<file path="src/rtl/act_unpacker.sv">
// -----------------------------------------------------------------------------
// act_unpacker
//
// Expands packed activation words read from activation memory into full-width
// signed lane vectors for the PE-array input buffer. One packed word produces
// 1, 2 or 4 beats for 8-, 4- or 2-bit precision. This is the exact inverse of
// the packer after the PE array, for both the FC/EWS and CNN lane layouts.
//
// Ports
//   clk        in   clock
//   reset      in   asynchronous, active-low reset
//   clear      in   synchronous flush of the held word and beat counter
//   precision  in   0 = 8b, 1 = 4b, 2 = 2b, 3 = 8b (sampled at accept)
//   mode       in   MODE_CNN selects the CNN layout, else FC/EWS (sampled at accept)
//   in_valid   in   packed word valid
//   in_ready   out  a word can be accepted this cycle
//   in_data    in   packed word, byte k = in_data[8k+7:8k]
//   out_valid  out  out_data holds a beat
//   out_ready  in   consumer takes the beat
//   out_data   out  N signed lanes, lane m = out_data[8m+7:8m]
//   out_beat   out  index of the current beat within its word
//   out_last   out  current beat is the last beat of its word
//
// Lane slices are ACT_W bits wide; sub-byte fields live in the low 8 bits of
// each slice, so ACT_W must be at least 8. N_DIM_ARRAY must be a multiple of 4.
// -----------------------------------------------------------------------------
module act_unpacker #(
  parameter int         N_DIM_ARRAY = 8,
  parameter int         ACT_W       = 8,
  parameter logic [2:0] MODE_CNN    = 3'd1
) (
  input  logic                         clk,
  input  logic                         reset,
  input  logic                         clear,
  input  logic [1:0]                   precision,
  input  logic [2:0]                   mode,
  input  logic                         in_valid,
  output logic                         in_ready,
  input  logic [ACT_W*N_DIM_ARRAY-1:0] in_data,
  output logic                         out_valid,
  input  logic                         out_ready,
  output logic [ACT_W*N_DIM_ARRAY-1:0] out_data,
  output logic [1:0]                   out_beat,
  output logic                         out_last
);

  localparam int W     = ACT_W * N_DIM_ARRAY;
  localparam int HALF  = N_DIM_ARRAY / 2;
  localparam int QUART = N_DIM_ARRAY / 4;

  logic [W-1:0] r_word;
  logic [1:0]   r_prec;
  logic         r_cnn;
  logic [1:0]   r_beat;
  logic         r_full;

  logic         w_last;
  logic         w_accept;
  logic         w_consume;
  logic [W-1:0] w_data;

  // Two's-complement sign extension of a 4-bit field to a full lane.
  function automatic logic signed [ACT_W-1:0] sext4(input logic [3:0] v);
    return {{(ACT_W-4){v[3]}}, v};
  endfunction

  // Two's-complement sign extension of a 2-bit field to a full lane.
  function automatic logic signed [ACT_W-1:0] sext2(input logic [1:0] v);
    return {{(ACT_W-2){v[1]}}, v};
  endfunction

  // Produces lane m of the given beat from the held word.
  // FC packs neighbouring lanes into the same byte and walks the bytes beat by
  // beat; CNN keeps lane m in byte m and walks the fields inside the byte.
  function automatic logic signed [ACT_W-1:0] decode_lane(
    input logic [W-1:0] word,
    input logic [1:0]   prec,
    input logic         cnn,
    input logic [1:0]   beat,
    input int           m
  );
    logic signed [ACT_W-1:0] lane;
    logic [ACT_W-1:0]        b8;
    logic [3:0]              nib;
    logic [1:0]              fld;
    int                      idx;
    int                      f;
    lane = '0;
    b8   = '0;
    nib  = '0;
    fld  = '0;
    idx  = m;
    f    = 0;
    case (prec)
      2'd1: begin
        if (cnn) begin
          idx = m;
          f   = int'(beat[0]);
        end else begin
          idx = int'(beat[0]) * HALF + m / 2;
          f   = m % 2;
        end
        b8   = word[idx*ACT_W +: ACT_W];
        nib  = (f != 0) ? b8[7:4] : b8[3:0];
        lane = sext4(nib);
      end
      2'd2: begin
        if (cnn) begin
          idx = m;
          f   = int'(beat);
        end else begin
          idx = int'(beat) * QUART + m / 4;
          f   = m % 4;
        end
        b8   = word[idx*ACT_W +: ACT_W];
        fld  = b8[2*f +: 2];
        lane = sext2(fld);
      end
      default: begin
        lane = word[m*ACT_W +: ACT_W];
      end
    endcase
    return lane;
  endfunction

  // Last beat of the held word: beat nb-1 for the latched precision.
  always_comb begin
    w_last = 1'b0;
    case (r_prec)
      2'd1:    w_last = (r_beat == 2'd1);
      2'd2:    w_last = (r_beat == 2'd3);
      default: w_last = (r_beat == 2'd0);
    endcase
  end

  // A new word can enter when empty or when the final beat leaves this cycle;
  // clear blocks any accept so a flushed cycle never loads a word.
  assign in_ready  = !clear && (!r_full || (out_ready && w_last));
  assign w_accept  = in_valid && in_ready;
  assign w_consume = r_full && out_ready;

  // Holding stage: word, latched format and beat position
  always_ff @(posedge clk or negedge reset) begin
    if (!reset) begin
      r_word <= '0;
      r_prec <= 2'd0;
      r_cnn  <= 1'b0;
      r_beat <= 2'd0;
      r_full <= 1'b0;
    end else if (clear) begin
      r_full <= 1'b0;
      r_beat <= 2'd0;
    end else if (w_accept) begin
      // Accept only fires with the buffer empty or its last beat leaving,
      // so loading here also covers the back-to-back case.
      r_word <= in_data;
      r_prec <= precision;
      r_cnn  <= (mode == MODE_CNN);
      r_beat <= 2'd0;
      r_full <= 1'b1;
    end else if (w_consume) begin
      if (w_last) begin
        r_full <= 1'b0;
        r_beat <= 2'd0;
      end else begin
        r_beat <= r_beat + 2'd1;
      end
    end
  end

  // Output stage: combinational decode straight from the holding register
  always_comb begin
    w_data = '0;
    for (int m = 0; m < N_DIM_ARRAY; m++) begin
      w_data[m*ACT_W +: ACT_W] = decode_lane(r_word, r_prec, r_cnn, r_beat, m);
    end
  end

  assign out_valid = r_full;
  assign out_data  = w_data;
  assign out_beat  = r_beat;
  assign out_last  = w_last;

endmodule

</file>
<file path="config.mk">
export PLATFORM = sky130hd
export DESIGN_NAME = act_unpacker
export DESIGN_NICKNAME = d
export VERILOG_FILES = /design/src/rtl/act_unpacker.sv
export SDC_FILE = /design/constraint.sdc
export NUM_CORES = 1
export LEC_CHECK = 0
export ABC_CLOCK_PERIOD_IN_PS = 5900
export BUFFER_PORTS_ARGS = -buffer_cell sky130_fd_sc_hd__clkbuf_2
export CELL_PAD_IN_SITES_DETAIL_PLACEMENT = 1
export CELL_PAD_IN_SITES_GLOBAL_PLACEMENT = 1
export CORE_UTILIZATION = 45
export CTS_BUF_LIST = sky130_fd_sc_hd__clkbuf_4
export DETAILED_ROUTE_END_ITERATION = 10
export PLACE_DENSITY_LB_ADDON = 0.08
export SYNTH_ARGS = -nofsm -noshare
export SYNTH_HDL_FRONTEND = slang
export SYNTH_SLANG_ARGS = --single-unit
export TNS_END_PERCENT = 100
</file>
<file path="constraint.sdc">
create_clock -name clk -period 5.9 [get_ports clk]
set_input_delay 1.18 -clock clk [delete_from_list [all_inputs] [get_ports clk]]
set_output_delay 1.18 -clock clk [all_outputs]
set_load 0.005 [all_outputs]
</file>
# ---- After elaboration in Yosys (flattened, before gate mapping)
# Index checks and enable logic that the tools add are counted.
dict set report op_classes {
  addsub 5
  shift 24
  n_bitwise 1
  mux 69
  eq_ne 5
  n_reduce_logical 14
}
# cell count
set op_table {}
lappend op_table {{64-bit by 32-bit variable part select with 8-bit output} 16}
lappend op_table {{29-bit 2-to-1 mux} 16}
lappend op_table {{8-bit by 32-bit variable part select with 2-bit output} 8}
lappend op_table {{8-bit case mux with 2 select lines} 8}
lappend op_table {{31-bit 2-to-1 mux} 4}
lappend op_table {{4-bit 2-to-1 mux} 18}
lappend op_table {{32-bit 2-to-1 mux} 2}
lappend op_table {{32-bit nonzero test} 2}
lappend op_table {{3-bit 2-to-1 mux} 6}
lappend op_table {{2-bit 2-to-1 mux} 8}
lappend op_table {{3-bit by 1-bit adder with 4-bit output (second input constant)} 2}
lappend op_table {{3-bit by 2-bit adder with 4-bit output (second input constant)} 2}
lappend op_table {{1-bit 2-to-1 mux} 6}
lappend op_table {{3-bit nonzero test} 2}
lappend op_table {{2-bit by 1-bit equality test with 1-bit output (second input constant)} 2}
lappend op_table {{2-bit equality test (second input constant)} 2}
lappend op_table {{1-bit logical AND} 4}
lappend op_table {{2-bit AND reduction} 2}
lappend op_table {{3-bit by 1-bit equality test with 1-bit output (second input constant)} 1}
lappend op_table {{2-bit by 1-bit adder with 2-bit output (second input constant)} 1}
lappend op_table {{1-bit zero test} 2}
lappend op_table {{2-bit zero test} 1}
lappend op_table {{1-bit case mux with 2 select lines} 1}
lappend op_table {{1-bit logical OR} 1}
lappend op_table {{1-bit NOT} 1}
dict set report totals {
  word_cells 123
  ff_bits 70
  inputBits 74
}

# ---- Longest topological paths before layout
dict set report logic_depth {
  word_depth 8
  mapped_depth 11
}

# ---- Worst setup path before layout
# OpenSTA, ideal clock, no wires.
dict set report synth_timing {
  path_kind {in2out}
  startpoint {input port out_ready}
  endpoint {output port in_ready}
  arrival_ps 1705
  stages 3
  path_slack_ps 3015
  t_required_ps 4720
  cell_sequence {inv_1 o311ai_4 nor2b_1}
}
dict set report synth_between {
  elab_chain_cells 3
}
# item line
set synth_rtl {}
lappend synth_rtl {{start: declaration} 41} ;# input logic out_ready,
lappend synth_rtl {{1-bit logical AND} 138} ;# assign in_ready = !clear && (!r_full || (out_ready && w_last));
lappend synth_rtl {{1-bit logical OR} 138}
lappend synth_rtl {{1-bit logical AND} 138}
lappend synth_rtl {{end: declaration} 38} ;# output logic in_ready,
# No other way between the ends.

# ---- Worst setup path after layout
dict set report layout_timing {
  startpoint {register r_cnn}
  endpoint {output port out_data[36]}
}
dict set report layout_between {
  elab_chain_cells 5
  elab_cells_between_ends 14
  classes_between {3 x shift; 10 x mux; 1 x reduce/logical}
}
# item line
set layout_rtl {}
lappend layout_rtl {{start: declaration} 53} ;# logic r_cnn;
lappend layout_rtl {{start signal: assignment} 158} ;# r_cnn <= (mode == MODE_CNN);
lappend layout_rtl {{4-bit 2-to-1 mux, or another cell as far along} 108} ;# if (cnn) begin
lappend layout_rtl {{29-bit 2-to-1 mux / 32-bit 2-to-1 mux (equally long branches)} 94} ;# case (prec)
lappend layout_rtl {{64-bit by 32-bit variable part select with 8-bit output, or another cell as far along} 115} ;# b8 = word[idx*ACT_W +: ACT_W];
lappend layout_rtl {{8-bit by 32-bit variable part select with 2-bit output / 4-bit 2-to-1 mux (equally long branches)} {116, 104}}
lappend layout_rtl {{8-bit case mux with 2 select lines *} 94}
lappend layout_rtl {{end: declaration} 42} ;# output logic [ACT_W*N_DIM_ARRAY-1:0] out_data,
# Mark *: on every way between the ends. The rest lies on a longest branch, timed or not. The select of a mux whose other input is x is not followed.

==> results.json <==
{
  "antenna_found_initial": 0,
  "clock_tree.root_cell": "clkbuf_4",
  "syn_to_final_growth_pct": 15.51,
  "clkLatencyLatePin_ns": 0.45,
  "most-common-layout-cells": "clkbuf_2, a21oi_1, dfrtp_1",
  "fin_nets": 776,
  "slew_headroom_pct": 27.36,
  "antenna_cells": 0,
  "power.static_leakage_nw": 2.868,
  "cts_max_path_buffers": 2,
  "ant_nets": 0,
  "start_util_pct": 46.35,
  "synth_area_per_cell_um2": 9.518,
  "routed_wl_mm": 19.31,
  "worstRegToRegCells": 6,
  "wl_per_cell_um": 22.70,
  "via_per_inst": 6.264,
  "ctsHtreeMaxLevel": 3,
  "port_buffers": 142,
  "die_x_um": 113.2,
  "clock-skew-final_ns": 0.01409,
  "peakVddDrop_uv": 213.6,
  "final.min_clock_period_ns": 4.570,
  "grt_pass1_vias": 5401,
  "synthCells": 585,
  "power_density_mw_per_mm2": 394.0,
  "hold_viol_final": 0,
  "yosysSeqAreaShare_pct": 31.46,
  "r2r-start": "out_beat[0]",
  "rr_endpoint": "r_word[39]",
  "first_pass_iters": 6,
  "die_h_um": 113.2,
  "drt_iter0_drc": 422,
  "setup_viol": 0,
  "cts_tree": "done",
  "crit_path_max_incr_delay_ns": 0.96,
  "syn_nets": 662,
  "min_path_cells": 1,
  "ys_types": 61,
  "num_rows": 40,
  "min_to": "r_prec[0]",
  "post_cts_buffers": 0,
  "path_max_fanout": 41,
  "grt_first_pass_wirelength_mm": 30.48,
  "crit_path_end_kind": "output pin",
  "ys_seq_elements": 70,
  "place.gp.congestion": 0.8950,
  "synth-async-reset-ratio_pct": 100.0,
  "io_pins": 143,
  "maxCapViolations": 0,
  "critPathKind": "flip-flop to output pin",
  "synth_area_mm2": 0.005568,
  "cts_buffers": 9,
  "grt.overflow.total": 0,
  "worstMarginPinSlew_ns": 1.087,
  "finalMaxSlewViolations": 0,
  "hold_class": "flip-flop to flip-flop",
  "max_freq_mhz": 218.8,
  "crit_path_start_kind": "flip-flop",
  "dp_hpwl_mm": 13.66,
  "fin_crit_sh_pct": 77.45,
  "r2r_slack_ns": 2.34,
  "fillerInstances": 1440,
  "fin_tns_setup_ns": 0,
  "ctsHoldBuffers": 0,
  "path_cells": "buf_4 -> nand2b_1 -> nor3b_1 -> o32a_1 -> o31a_1 -> a21oi_1 -> clkbuf_2",
  "cp.arrival_ns": 3.39,
  "path_buf_inv": 2,
  "cts_sinks": 70,
  "ys.flop_type": "dfrtp_1",
  "drive_above_1_share_pct": 38.49,
  "dieArea_mm2": 0.01282,
  "ctsResizeCount": 0,
  "rsz0062_at_grt": "false",
  "final_common_cell": "clkbuf_2",
  "hp-start": "r_prec[0]",
  "grt_max_degree": 72,
  "core_mm2": 0.01201,
  "path_clk_slew_ns": 0.11,
  "drcViolationCount": 0,
  "final_cells": 851,
  "vias": 5331,
  "path_delay_family": "compound AO/OA/AOI/OAI gates",
  "critPathSlowestCell": "dfrtp_2",
  "grt_use_total_pct": 31.30,
  "synth_edf_count": 0,
  "synth-warning-count": 0,
  "required_ns": 4.72,
  "dp.cells": 835,
  "status": "complete, no violations"
}
==> state kept, by name, summed over array words and instances (netlist names) <==
name,flops
r_prec,2
out_beat,2
out_valid,1
r_cnn,1
r_word,64
==> routing by layer <==
metal | global-route usage, % | vias up | routed length [µm]
li1 | - | 2399 | -
met3 | 4.285 | 31 | 995
met2 | 52.56 | 184 | 9565
met5 | 0 | - | 0
met1 | 41.55 | 2717 | 8312
met4 | 10.79 | 0 | 441
==> kinds of logic after synthesis <==
| group | share of synthesized area, % |
|---|---|
| AO/OA/AOI/OAI | 22.09 |
| XOR/XNOR | 0.1573 |
| adder cells (fa/ha/maj) | 0.6742 |
| buffers and inverters | 7.865 |
| flip-flops | 31.46 |
| multiplexers | 28.43 |
| AND/OR/NAND/NOR | 9.326 |
==> power by group <==
part,leakage [nW],switching (mW),internal (mW)
registers,0.824,0.236,0.588
clock network,0.0864,0.186,0.176
logic,1.96,0.715,0.634
==> worst max path at each step <==
stage,startpoint,endpoint,slack (ns),cells past startpoint
global route,r_cnn,out_data[23],1.23,7
global placement,r_cnn,out_data[38],1.98,7
finish,r_cnn,out_data[36],1.33,7
detailed placement,r_cnn,out_data[19],1.92,7
floorplan,out_ready,in_ready,3.01,3
CTS,out_beat[0],out_data[46],1.41,7
==> worst reg2reg max path, cell delays in order (launching register included) <==
cell	delay [ns]
dfrtp_4	0.76
inv_1	0.65
ha_1	0.30
nand3_1	0.13
o311ai_4	0.19
nand3b_4	0.80
mux2_2	0.63
==> Yosys cell counts, types with 2 or more instances <==
cell       number  area (µm²)
o21ai_0        40       200.2
o311ai_0        2       17.52
o32a_1          3       30.03
o211ai_1        3       22.52
o22a_1          2       17.52
a2bb2oi_1       9       78.83
nor2b_1         6       37.54
ha_1            3       37.54
a221o_1         3       30.03
a211oi_2        3       37.54
mux2i_1        25       250.2
a211oi_1        2       15.01
nor2_1         23       86.33
mux2_4          7       105.1
nor3b_1         3       22.52
o221ai_1        5       43.79
mux2_2         63       709.4
o31ai_1         3       22.52
nor3_1          3       15.01
a211o_1         3       26.28
nand2b_1        8       50.05
nand2_1        50       187.7
a221oi_1        4       35.03
o21a_1          2       15.01
inv_1          43       161.4
a31oi_1         5       31.28
or3_1           3       18.77
o22ai_1         4       25.02
a21oi_1        73       365.4
dfrtp_1        70        1752
mux4_2         23       518.0
a22o_1          2       17.52
buf_1           3       11.26
buf_4          10       75.07
clkbuf_1       10       37.54
buf_6           4       45.04
nand3_1         5       25.02
a22oi_1        12       90.09
buf_2          20       100.1
and2_1          2       12.51
==> final cells by class <==
type	instances	area (µm²)	share of cell area [%]
Clock buffer	10	75.07	1.167
Clock inverter	6	86.33	1.342
Inverter	45	168.9	2.626
Multi-Input combinational cell	423	3390	52.70
Sequential cell	70	1757	27.32
Tap cell	147	183.9	2.860
Timing Repair Buffer	150	770.7	11.98
==> through the flow <==
stage	total power, mW	util (%)	worst slack (ns)	area [µm²]	hold slack (ns)
3_3_place_gp	2.121	52.20	1.977	6270	0.5249
6_report	2.534	53.54	1.330	6431	0.5842
4_1_cts	2.535	53.54	1.407	6431	0.6002
5_1_grt	2.697	53.54	1.226	6431	0.6218
3_5_place_dp	2.167	52.20	1.916	6270	0.5714
2_1_floorplan	1.560	-	3.015	5568	0.4944
Note: power is estimated with default switching activity, not from simulation.
